--- src/rtl/gcd_pkg.sv ---
// gcd_pkg: shared types and constants for the GCD scheduler slice.
package gcd_pkg;

  localparam int unsigned DEFAULT_WIDTH = 8;

  // Requester indices, also the encoding of rsp_id and last_grant.
  localparam logic REQ0 = 1'b0;
  localparam logic REQ1 = 1'b1;

  // Scheduler FSM states.
  typedef enum logic [1:0] {
    IDLE    = 2'd0,
    LAUNCH  = 2'd1,
    WAIT    = 2'd2,
    RESPOND = 2'd3
  } state_t;

endpackage

--- src/rtl/gcd_scheduler_if.sv ---
// gcd_scheduler_if: requester, core and response signals of the scheduler.
// slave is the scheduler's view; master is the surrounding system's view.
interface gcd_scheduler_if
  import gcd_pkg::*;
#(
  parameter int unsigned WIDTH = DEFAULT_WIDTH
);
  logic             req0_valid;
  logic [WIDTH-1:0] req0_x;
  logic [WIDTH-1:0] req0_y;
  logic             req0_ready;
  logic             req1_valid;
  logic [WIDTH-1:0] req1_x;
  logic [WIDTH-1:0] req1_y;
  logic             req1_ready;
  logic             core_start;
  logic [WIDTH-1:0] core_x;
  logic [WIDTH-1:0] core_y;
  logic             core_done;
  logic [WIDTH-1:0] core_gcd;
  logic             core_abort;
  logic             rsp_valid;
  logic             rsp_id;
  logic [WIDTH-1:0] rsp_gcd;
  logic             rsp_err;
  logic             rsp_ready;
  logic             busy;

  modport slave (
    input  req0_valid, req0_x, req0_y, req1_valid, req1_x, req1_y,
           core_done, core_gcd, rsp_ready,
    output req0_ready, req1_ready, core_start, core_x, core_y, core_abort,
           rsp_valid, rsp_id, rsp_gcd, rsp_err, busy
  );

  modport master (
    output req0_valid, req0_x, req0_y, req1_valid, req1_x, req1_y,
           core_done, core_gcd, rsp_ready,
    input  req0_ready, req1_ready, core_start, core_x, core_y, core_abort,
           rsp_valid, rsp_id, rsp_gcd, rsp_err, busy
  );

endinterface

--- src/rtl/gcd_rr_arbiter.sv ---
// gcd_rr_arbiter: combinational 2-way round-robin grant. On a tie the
// requester that did not win last time is granted.
module gcd_rr_arbiter
  import gcd_pkg::*;
(
  input  logic i_valid0,
  input  logic i_valid1,
  input  logic i_last_grant,
  input  logic i_enable,
  output logic o_gnt0,
  output logic o_gnt1
);

  // Grant selection; nothing is granted while disabled.
  always_comb begin
    o_gnt0 = 1'b0;
    o_gnt1 = 1'b0;
    if (i_enable) begin
      if (i_valid0 && i_valid1) begin
        o_gnt0 = (i_last_grant == REQ1);
        o_gnt1 = (i_last_grant == REQ0);
      end else begin
        o_gnt0 = i_valid0;
        o_gnt1 = i_valid1;
      end
    end
  end

endmodule

--- src/rtl/gcd_scheduler.sv ---
// gcd_scheduler: shares one GCD core between two requesters. Round-robin
// accept, operand latch, one-cycle core start, wait for done, then a
// valid/ready response. Zero operands bypass the core (gcd = x|y).
// Optional feature macro: GCD_SCHED_TIMEOUT_EN -- abort the core and return
// an error response after TIMEOUT_CYCLES WAIT cycles without core_done.
module gcd_scheduler
  import gcd_pkg::*;
#(
  parameter int unsigned WIDTH          = DEFAULT_WIDTH,
  parameter int unsigned TIMEOUT_CYCLES = 512,
  parameter int unsigned CNT_W          = 10
) (
  input  logic           clk,
  input  logic           reset,
  gcd_scheduler_if.slave bus
);

  if ((64'd1 << CNT_W) <= 64'(TIMEOUT_CYCLES)) begin : g_cnt_w_check
    $error("gcd_scheduler: CNT_W too narrow for TIMEOUT_CYCLES");
  end

  state_t           r_state;
  state_t           w_next;
  logic             r_last_grant;
  logic             r_id;
  logic [WIDTH-1:0] r_x;
  logic [WIDTH-1:0] r_y;
  logic [WIDTH-1:0] r_gcd;

  logic             w_idle;
  logic             w_gnt0;
  logic             w_gnt1;
  logic             w_xfer0;
  logic             w_xfer1;
  logic             w_xfer;
  logic             w_xfer_id;
  logic [WIDTH-1:0] w_sel_x;
  logic [WIDTH-1:0] w_sel_y;
  logic             w_zero;
  logic             w_core_start;
  logic             w_rsp_valid;
  logic             w_busy;
  logic             w_done_ok;
  logic             w_timeout;

  assign w_idle = (r_state == IDLE);

  gcd_rr_arbiter u_arb (
    .i_valid0     (bus.req0_valid),
    .i_valid1     (bus.req1_valid),
    .i_last_grant (r_last_grant),
    .i_enable     (w_idle),
    .o_gnt0       (w_gnt0),
    .o_gnt1       (w_gnt1)
  );

  assign w_xfer0   = bus.req0_valid & w_gnt0;
  assign w_xfer1   = bus.req1_valid & w_gnt1;
  assign w_xfer    = w_xfer0 | w_xfer1;
  assign w_xfer_id = w_xfer1 ? REQ1 : REQ0;
  assign w_sel_x   = w_xfer1 ? bus.req1_x : bus.req0_x;
  assign w_sel_y   = w_xfer1 ? bus.req1_y : bus.req0_y;
  assign w_zero    = (w_sel_x == '0) || (w_sel_y == '0);
  assign w_done_ok = (r_state == WAIT) && bus.core_done;

`ifdef GCD_SCHED_TIMEOUT_EN
  logic [CNT_W-1:0] r_cnt;
  logic             r_err;

  // core_done on the timeout cycle takes priority, so no abort then.
  assign w_timeout = (r_state == WAIT) && !bus.core_done &&
                     (r_cnt == CNT_W'(TIMEOUT_CYCLES - 1));

  // WAIT cycle counter, cleared while launching.
  always_ff @(posedge clk or posedge reset) begin
    if (reset) begin
      r_cnt <= '0;
    end else if (r_state == LAUNCH) begin
      r_cnt <= '0;
    end else if (r_state == WAIT) begin
      r_cnt <= r_cnt + CNT_W'(1);
    end
  end

  // Error flag of the pending response.
  always_ff @(posedge clk or posedge reset) begin
    if (reset) begin
      r_err <= 1'b0;
    end else if (w_xfer || w_done_ok) begin
      r_err <= 1'b0;
    end else if (w_timeout) begin
      r_err <= 1'b1;
    end
  end

  assign bus.core_abort = w_timeout;
  assign bus.rsp_err    = r_err;
`else
  assign w_timeout      = 1'b0;
  assign bus.core_abort = 1'b0;
  assign bus.rsp_err    = 1'b0;
`endif

  // State register.
  always_ff @(posedge clk or posedge reset) begin
    if (reset) begin
      r_state <= IDLE;
    end else begin
      r_state <= w_next;
    end
  end

  // Next-state and state-decoded outputs.
  always_comb begin
    w_next       = r_state;
    w_core_start = 1'b0;
    w_rsp_valid  = 1'b0;
    w_busy       = 1'b1;
    case (r_state)
      IDLE: begin
        w_busy = 1'b0;
        if (w_xfer) begin
          w_next = w_zero ? RESPOND : LAUNCH;
        end
      end
      LAUNCH: begin
        w_core_start = 1'b1;
        w_next       = WAIT;
      end
      WAIT: begin
        if (bus.core_done || w_timeout) begin
          w_next = RESPOND;
        end
      end
      RESPOND: begin
        w_rsp_valid = 1'b1;
        if (bus.rsp_ready) begin
          w_next = IDLE;
        end
      end
      default: w_next = IDLE;
    endcase
  end

  // Operand, id and round-robin history latched on accept.
  always_ff @(posedge clk or posedge reset) begin
    if (reset) begin
      r_x          <= '0;
      r_y          <= '0;
      r_id         <= REQ0;
      r_last_grant <= REQ1;
    end else if (w_xfer) begin
      r_x          <= w_sel_x;
      r_y          <= w_sel_y;
      r_id         <= w_xfer_id;
      r_last_grant <= w_xfer_id;
    end
  end

  // Result register: bypass value on accept, core result on done, 0 on abort.
  always_ff @(posedge clk or posedge reset) begin
    if (reset) begin
      r_gcd <= '0;
    end else if (w_xfer && w_zero) begin
      r_gcd <= w_sel_x | w_sel_y;
    end else if (w_done_ok) begin
      r_gcd <= bus.core_gcd;
    end else if (w_timeout) begin
      r_gcd <= '0;
    end
  end

  assign bus.req0_ready = w_gnt0;
  assign bus.req1_ready = w_gnt1;
  assign bus.core_start = w_core_start;
  assign bus.core_x     = r_x;
  assign bus.core_y     = r_y;
  assign bus.rsp_valid  = w_rsp_valid;
  assign bus.rsp_id     = r_id;
  assign bus.rsp_gcd    = r_gcd;
  assign bus.busy       = w_busy;

endmodule

--- src/flat_wrapper.sv ---
// flat-port wrapper written by rule: the top's interface ports become plain ports
module gcd_scheduler_flat import gcd_pkg::*;
#(
  parameter int unsigned WIDTH          = DEFAULT_WIDTH,
  parameter int unsigned TIMEOUT_CYCLES = 512,
  parameter int unsigned CNT_W          = 10
)
  (clk, reset, bus_req0_valid, bus_req0_x, bus_req0_y, bus_req1_valid, bus_req1_x, bus_req1_y, bus_core_done, bus_core_gcd, bus_rsp_ready, bus_req0_ready, bus_req1_ready, bus_core_start, bus_core_x, bus_core_y, bus_core_abort, bus_rsp_valid, bus_rsp_id, bus_rsp_gcd, bus_rsp_err, bus_busy);
  gcd_scheduler_if #(.WIDTH(WIDTH)) bus_i ();
  input  logic clk;
  input  logic reset;
  input wire logic [$bits(bus_i.req0_valid)-1:0] bus_req0_valid;
  input wire logic [$bits(bus_i.req0_x)-1:0] bus_req0_x;
  input wire logic [$bits(bus_i.req0_y)-1:0] bus_req0_y;
  input wire logic [$bits(bus_i.req1_valid)-1:0] bus_req1_valid;
  input wire logic [$bits(bus_i.req1_x)-1:0] bus_req1_x;
  input wire logic [$bits(bus_i.req1_y)-1:0] bus_req1_y;
  input wire logic [$bits(bus_i.core_done)-1:0] bus_core_done;
  input wire logic [$bits(bus_i.core_gcd)-1:0] bus_core_gcd;
  input wire logic [$bits(bus_i.rsp_ready)-1:0] bus_rsp_ready;
  output wire logic [$bits(bus_i.req0_ready)-1:0] bus_req0_ready;
  output wire logic [$bits(bus_i.req1_ready)-1:0] bus_req1_ready;
  output wire logic [$bits(bus_i.core_start)-1:0] bus_core_start;
  output wire logic [$bits(bus_i.core_x)-1:0] bus_core_x;
  output wire logic [$bits(bus_i.core_y)-1:0] bus_core_y;
  output wire logic [$bits(bus_i.core_abort)-1:0] bus_core_abort;
  output wire logic [$bits(bus_i.rsp_valid)-1:0] bus_rsp_valid;
  output wire logic [$bits(bus_i.rsp_id)-1:0] bus_rsp_id;
  output wire logic [$bits(bus_i.rsp_gcd)-1:0] bus_rsp_gcd;
  output wire logic [$bits(bus_i.rsp_err)-1:0] bus_rsp_err;
  output wire logic [$bits(bus_i.busy)-1:0] bus_busy;
  assign bus_i.req0_valid = bus_req0_valid;
  assign bus_i.req0_x = bus_req0_x;
  assign bus_i.req0_y = bus_req0_y;
  assign bus_i.req1_valid = bus_req1_valid;
  assign bus_i.req1_x = bus_req1_x;
  assign bus_i.req1_y = bus_req1_y;
  assign bus_i.core_done = bus_core_done;
  assign bus_i.core_gcd = bus_core_gcd;
  assign bus_i.rsp_ready = bus_rsp_ready;
  assign bus_req0_ready = bus_i.req0_ready;
  assign bus_req1_ready = bus_i.req1_ready;
  assign bus_core_start = bus_i.core_start;
  assign bus_core_x = bus_i.core_x;
  assign bus_core_y = bus_i.core_y;
  assign bus_core_abort = bus_i.core_abort;
  assign bus_rsp_valid = bus_i.rsp_valid;
  assign bus_rsp_id = bus_i.rsp_id;
  assign bus_rsp_gcd = bus_i.rsp_gcd;
  assign bus_rsp_err = bus_i.rsp_err;
  assign bus_busy = bus_i.busy;
  gcd_scheduler #(.WIDTH(WIDTH), .TIMEOUT_CYCLES(TIMEOUT_CYCLES), .CNT_W(CNT_W)) u_core (.clk(clk), .reset(reset), .bus(bus_i));
endmodule
--- config.mk ---
export PLATFORM = sky130hd
export DESIGN_NAME = gcd_scheduler_flat
export DESIGN_NICKNAME = d
export VERILOG_FILES = /design/src/rtl/gcd_pkg.sv /design/src/rtl/gcd_scheduler_if.sv /design/src/rtl/gcd_rr_arbiter.sv /design/src/rtl/gcd_scheduler.sv /design/src/flat_wrapper.sv
export SDC_FILE = /design/constraint.sdc
export NUM_CORES = 1
export LEC_CHECK = 0
export BUFFER_PORTS_ARGS = -buffer_cell sky130_fd_sc_hd__buf_4
export CORE_AREA = 3 3 61 63
export CTS_BUF_LIST = sky130_fd_sc_hd__clkbuf_2 sky130_fd_sc_hd__clkbuf_4 sky130_fd_sc_hd__clkbuf_8
export DETAILED_ROUTE_END_ITERATION = 6
export DIE_AREA = 0 0 64 66
export GPL_TIMING_DRIVEN = 1
export PLACE_DENSITY_LB_ADDON = 0.05
export SLEW_MARGIN = 20
export SYNTH_ARGS = -nofsm -noshare
export SYNTH_HDL_FRONTEND = slang
export SYNTH_SLANG_ARGS = --single-unit
--- constraint.sdc ---
create_clock -name clk -period 4 [get_ports clk]
set_clock_uncertainty 0.1 [all_clocks]
set_input_delay 0.4 -clock clk [delete_from_list [all_inputs] [get_ports clk]]
set_output_delay 0.4 -clock clk [all_outputs]
set_load 0.1 [all_outputs]
==> impl_results.rst <==
.. list-table::
   :header-rows: 1

   * - Metric
     - Value
   * - Outcome
     - finished, final reports clean
   * - Tightest Hold Check Type
     - in2async
   * - Initial DRC Count
     - 63
   * - Crit Path Max Fanout
     - 29
   * - Largest net degree at the start of global routing
     - 36
   * - Pre-CTS setup slack
     - 1440 ps
   * - Cell row count
     - 21
   * - Crit path setup slack, layout
     - 1060 ps
   * - Register area share after synthesis
     - 42.7%
   * - Share of flip-flops with an asynchronous set or reset after synthesis
     - 100%
   * - Number of H-tree levels
     - 1
   * - Flip-flop and latch count after synthesis
     - 28
   * - Unrepaired setup endpoints after global routing
     - false
   * - Yosys top cell area share
     - 41.1%
   * - Final Cycle Share
     - 73.5%
   * - Register clock-pin slew on the reported worst setup and hold paths
     - 160 ps
   * - Clock net sink count
     - 28
   * - Kind of launch point of the worst setup path
     - flip-flop
   * - Number of iterations in the first detailed-routing pass
     - 4
   * - Count of endpoints failing hold in the final timing report
     - 0
   * - Storage element area
     - 702 um2
   * - Detailed-route wire length
     - 4290 um
   * - Clock period minus final worst setup slack
     - 2940 ps
   * - DPL Wire Length
     - 3470 um
   * - Cell area after synthesis
     - 1640 um2
   * - Count of antenna-violating nets left after detailed routing
     - 0
   * - Achievable clock frequency
     - 340 MHz
   * - Required arrival time at the worst endpoint
     - 3500 ps
   * - Source-to-sink clock delay at the later pin of the worst-skew pair
     - 320 ps
   * - Total Nets Final
     - 285
   * - Nature of the critical path endpoint
     - output pin
   * - Start of the worst register-to-register path
     - u_core.r_state[0]$_DFFE_PP0P_
   * - Count of port buffers added during placement
     - 75
   * - Classification of the worst setup path
     - reg2out
   * - Least-Margin Pin Slew
     - 987 ps
   * - DIE AREA
     - 4220 um2
   * - Largest area contributor in the synthesized netlist
     - sky130_fd_sc_hd__dfrtp_1
   * - Post-synth cell types
     - 28
   * - Root cell of the clock tree
     - sky130_fd_sc_hd__clkbuf_4
   * - Die width
     - 64 um
   * - Proportion of layout cells with a drive suffix above 1
     - 38.2%
   * - Area inside the core boundary
     - 3280 um2
   * - Synthesized netlist cell count
     - 160
   * - Yosys synthesis warning count
     - 0
   * - Busiest metal layer after global routing
     - met2
   * - Worst reg-to-reg path cell count
     - 7
   * - Post-synth EDFFs
     - 0
   * - CTS buffer count
     - 3
   * - Antenna violations before repair
     - 0
   * - Post-Syn Area per Cell
     - 10.3 um2
   * - Most area-consuming cells after synthesis
     - sky130_fd_sc_hd__dfrtp_1, sky130_fd_sc_hd__mux2i_1, sky130_fd_sc_hd__nand2_1
   * - Met1 track demand over resource in global routing
     - 24.9%
   * - Met2 capacity usage during global routing
     - 36.9%
   * - Number of buffers on the longest clock path
     - 2
   * - Number of setup violations in the final report
     - 0
   * - Dominant synthesized flop cell
     - sky130_fd_sc_hd__dfrtp_1
   * - Total of max-cap violations
     - 0
   * - Global placement routability congestion
     - 0.855
   * - Reg-to-reg critical path endpoint
     - u_core.bus.rsp_gcd[5]$_DFFE_PP0P_
   * - Max transition margin
     - 33.8%
   * - Dominant cell by count in the synthesized netlist
     - sky130_fd_sc_hd__mux2i_1
   * - Grt ovf
     - 0
   * - Mean routed wirelength per cell
     - 15.4 um
   * - TritonCTS clock tree
     - yes
   * - Top cell types by occurrence after synthesis
     - sky130_fd_sc_hd__mux2i_1, sky130_fd_sc_hd__nand2_1, sky130_fd_sc_hd__dfrtp_1
   * - Number of antenna diodes
     - 0
   * - Global router's overall resource usage
     - 20.7%
   * - GRT met3 Usage
     - 4.25%
   * - I/O pin total
     - 78
   * - Number of hold buffers added after CTS
     - 0
   * - Gates resized, CTS repair
     - 0
   * - Fill cell instance count of the final layout
     - 277
   * - Setup slack of the most critical reg-to-reg path
     - 1450 ps
   * - Vertical die dimension
     - 66 um
   * - First-pass GRT wire length
     - 6910 um
   * - Initial Utilization
     - 50.1%
   * - Area taken by multi-input logic gates
     - 835 um2
   * - Total DRC errors in the routed layout
     - 0
   * - DR vias/cell
     - 5.30
   * - Total negative slack
     - 0 ps
   * - Area delta synth->final
     - 36.8%
   * - Max-slew violations
     - 0
   * - Post-CTS setup buffer count
     - 0
   * - Total via count in the routed design
     - 1,480
   * - Arrival @ worst endpoint
     - 2440 ps
   * - Number of global-route vias before repair
     - 1,496
-- state kept, by name, indices dropped and copies added (netlist names) --
signal	flops
u_core.bus.core_x	8
u_core.r_last_grant	1
u_core.bus.core_y	8
u_core.bus.rsp_id	1
u_core.bus.rsp_gcd	8
u_core.r_state	2
-- how the worst max path moves through the flow --
stage,from,endpoint,cells after the start,slack (ps)
after floorplan,u_core.r_state[0]$_DFFE_PP0P_,u_core.bus.rsp_gcd[0]$_DFFE_PP0P_,7,1420
after global placement,u_core.r_state[0]$_DFFE_PP0P_,bus_req0_ready,6,1530
after detailed placement,u_core.r_state[0]$_DFFE_PP0P_,bus_req0_ready,6,1440
after CTS,u_core.r_state[0]$_DFFE_PP0P_,bus_req0_ready,6,1060
after global routing,u_core.r_state[0]$_DFFE_PP0P_,bus_req0_ready,6,900
final,u_core.r_state[0]$_DFFE_PP0P_,bus_req0_ready,6,1060
-- per-stage QoR --
stage	instance area, um2	hold slack (ps)	util (%)	instances
3_3_place_gp	2200	350	66.9	275
2_1_floorplan	1650	339	-	161
6_report	2250	59.9	68.5	279
4_1_cts	2250	238	68.5	279
3_5_place_dp	2200	351	66.9	275
5_1_grt	2250	90.5	68.5	279
-- worst max-delay path, cell delays in order, from the launching register on --
cell	delay, ps
sky130_fd_sc_hd__dfrtp_1	430
sky130_fd_sc_hd__inv_1	100
sky130_fd_sc_hd__ha_1	260
sky130_fd_sc_hd__nand3_2	530
sky130_fd_sc_hd__clkinv_4	220
sky130_fd_sc_hd__nor2_2	220
sky130_fd_sc_hd__buf_4	330
-- cells by family after synthesis --
kind of cell / after synthesis / synth area share [%]
AO/OA/AOI/OAI: 32 / 13.1
AND/OR/NAND/NOR: 47 / 13.9
flip-flops: 28 / 42.7
multiplexers: 32 / 19.5
other: 1 / 0.228
buffers and inverters: 15 / 6.77
adder cells (fa/ha/maj): 5 / 3.81
-- layout make-up --
type	count	area share (%)
Clock buffer	3	1.00
Clock inverter	1	1.34
Inverter	7	1.39
Multi-Input combinational cell	118	37.1
Sequential cell	28	31.2
Tap cell	46	2.56
Timing Repair Buffer	76	25.4
-- routing by layer --
metal  up-vias  part of all wire, %
met3         4                  6.0
met2        48                   53
met1       710                   40
met5         -                    0
met4         0                 0.75
li1        718                    -
-- placed cells by master, fill, tap and decap left out, types with 2 or more instances in the layout --
master,synthesis,final
sky130_fd_sc_hd__inv_1,5,4
sky130_fd_sc_hd__buf_4,2,76
sky130_fd_sc_hd__mux2i_1,32,32
sky130_fd_sc_hd__o21ai_1,16,16
sky130_fd_sc_hd__dfrtp_1,27,27
sky130_fd_sc_hd__o31ai_1,8,8
sky130_fd_sc_hd__nand2_1,28,28
sky130_fd_sc_hd__nor4_1,8,8
sky130_fd_sc_hd__clkbuf_4,0,3
sky130_fd_sc_hd__a21oi_2,2,2
sky130_fd_sc_hd__or3_1,8,8
sky130_fd_sc_hd__ha_1,5,5
sky130_fd_sc_hd__conb_1,1,2
Power is not shown: default switching activity piles up to over one toggle a cycle in this logic, so the estimate is an artifact.
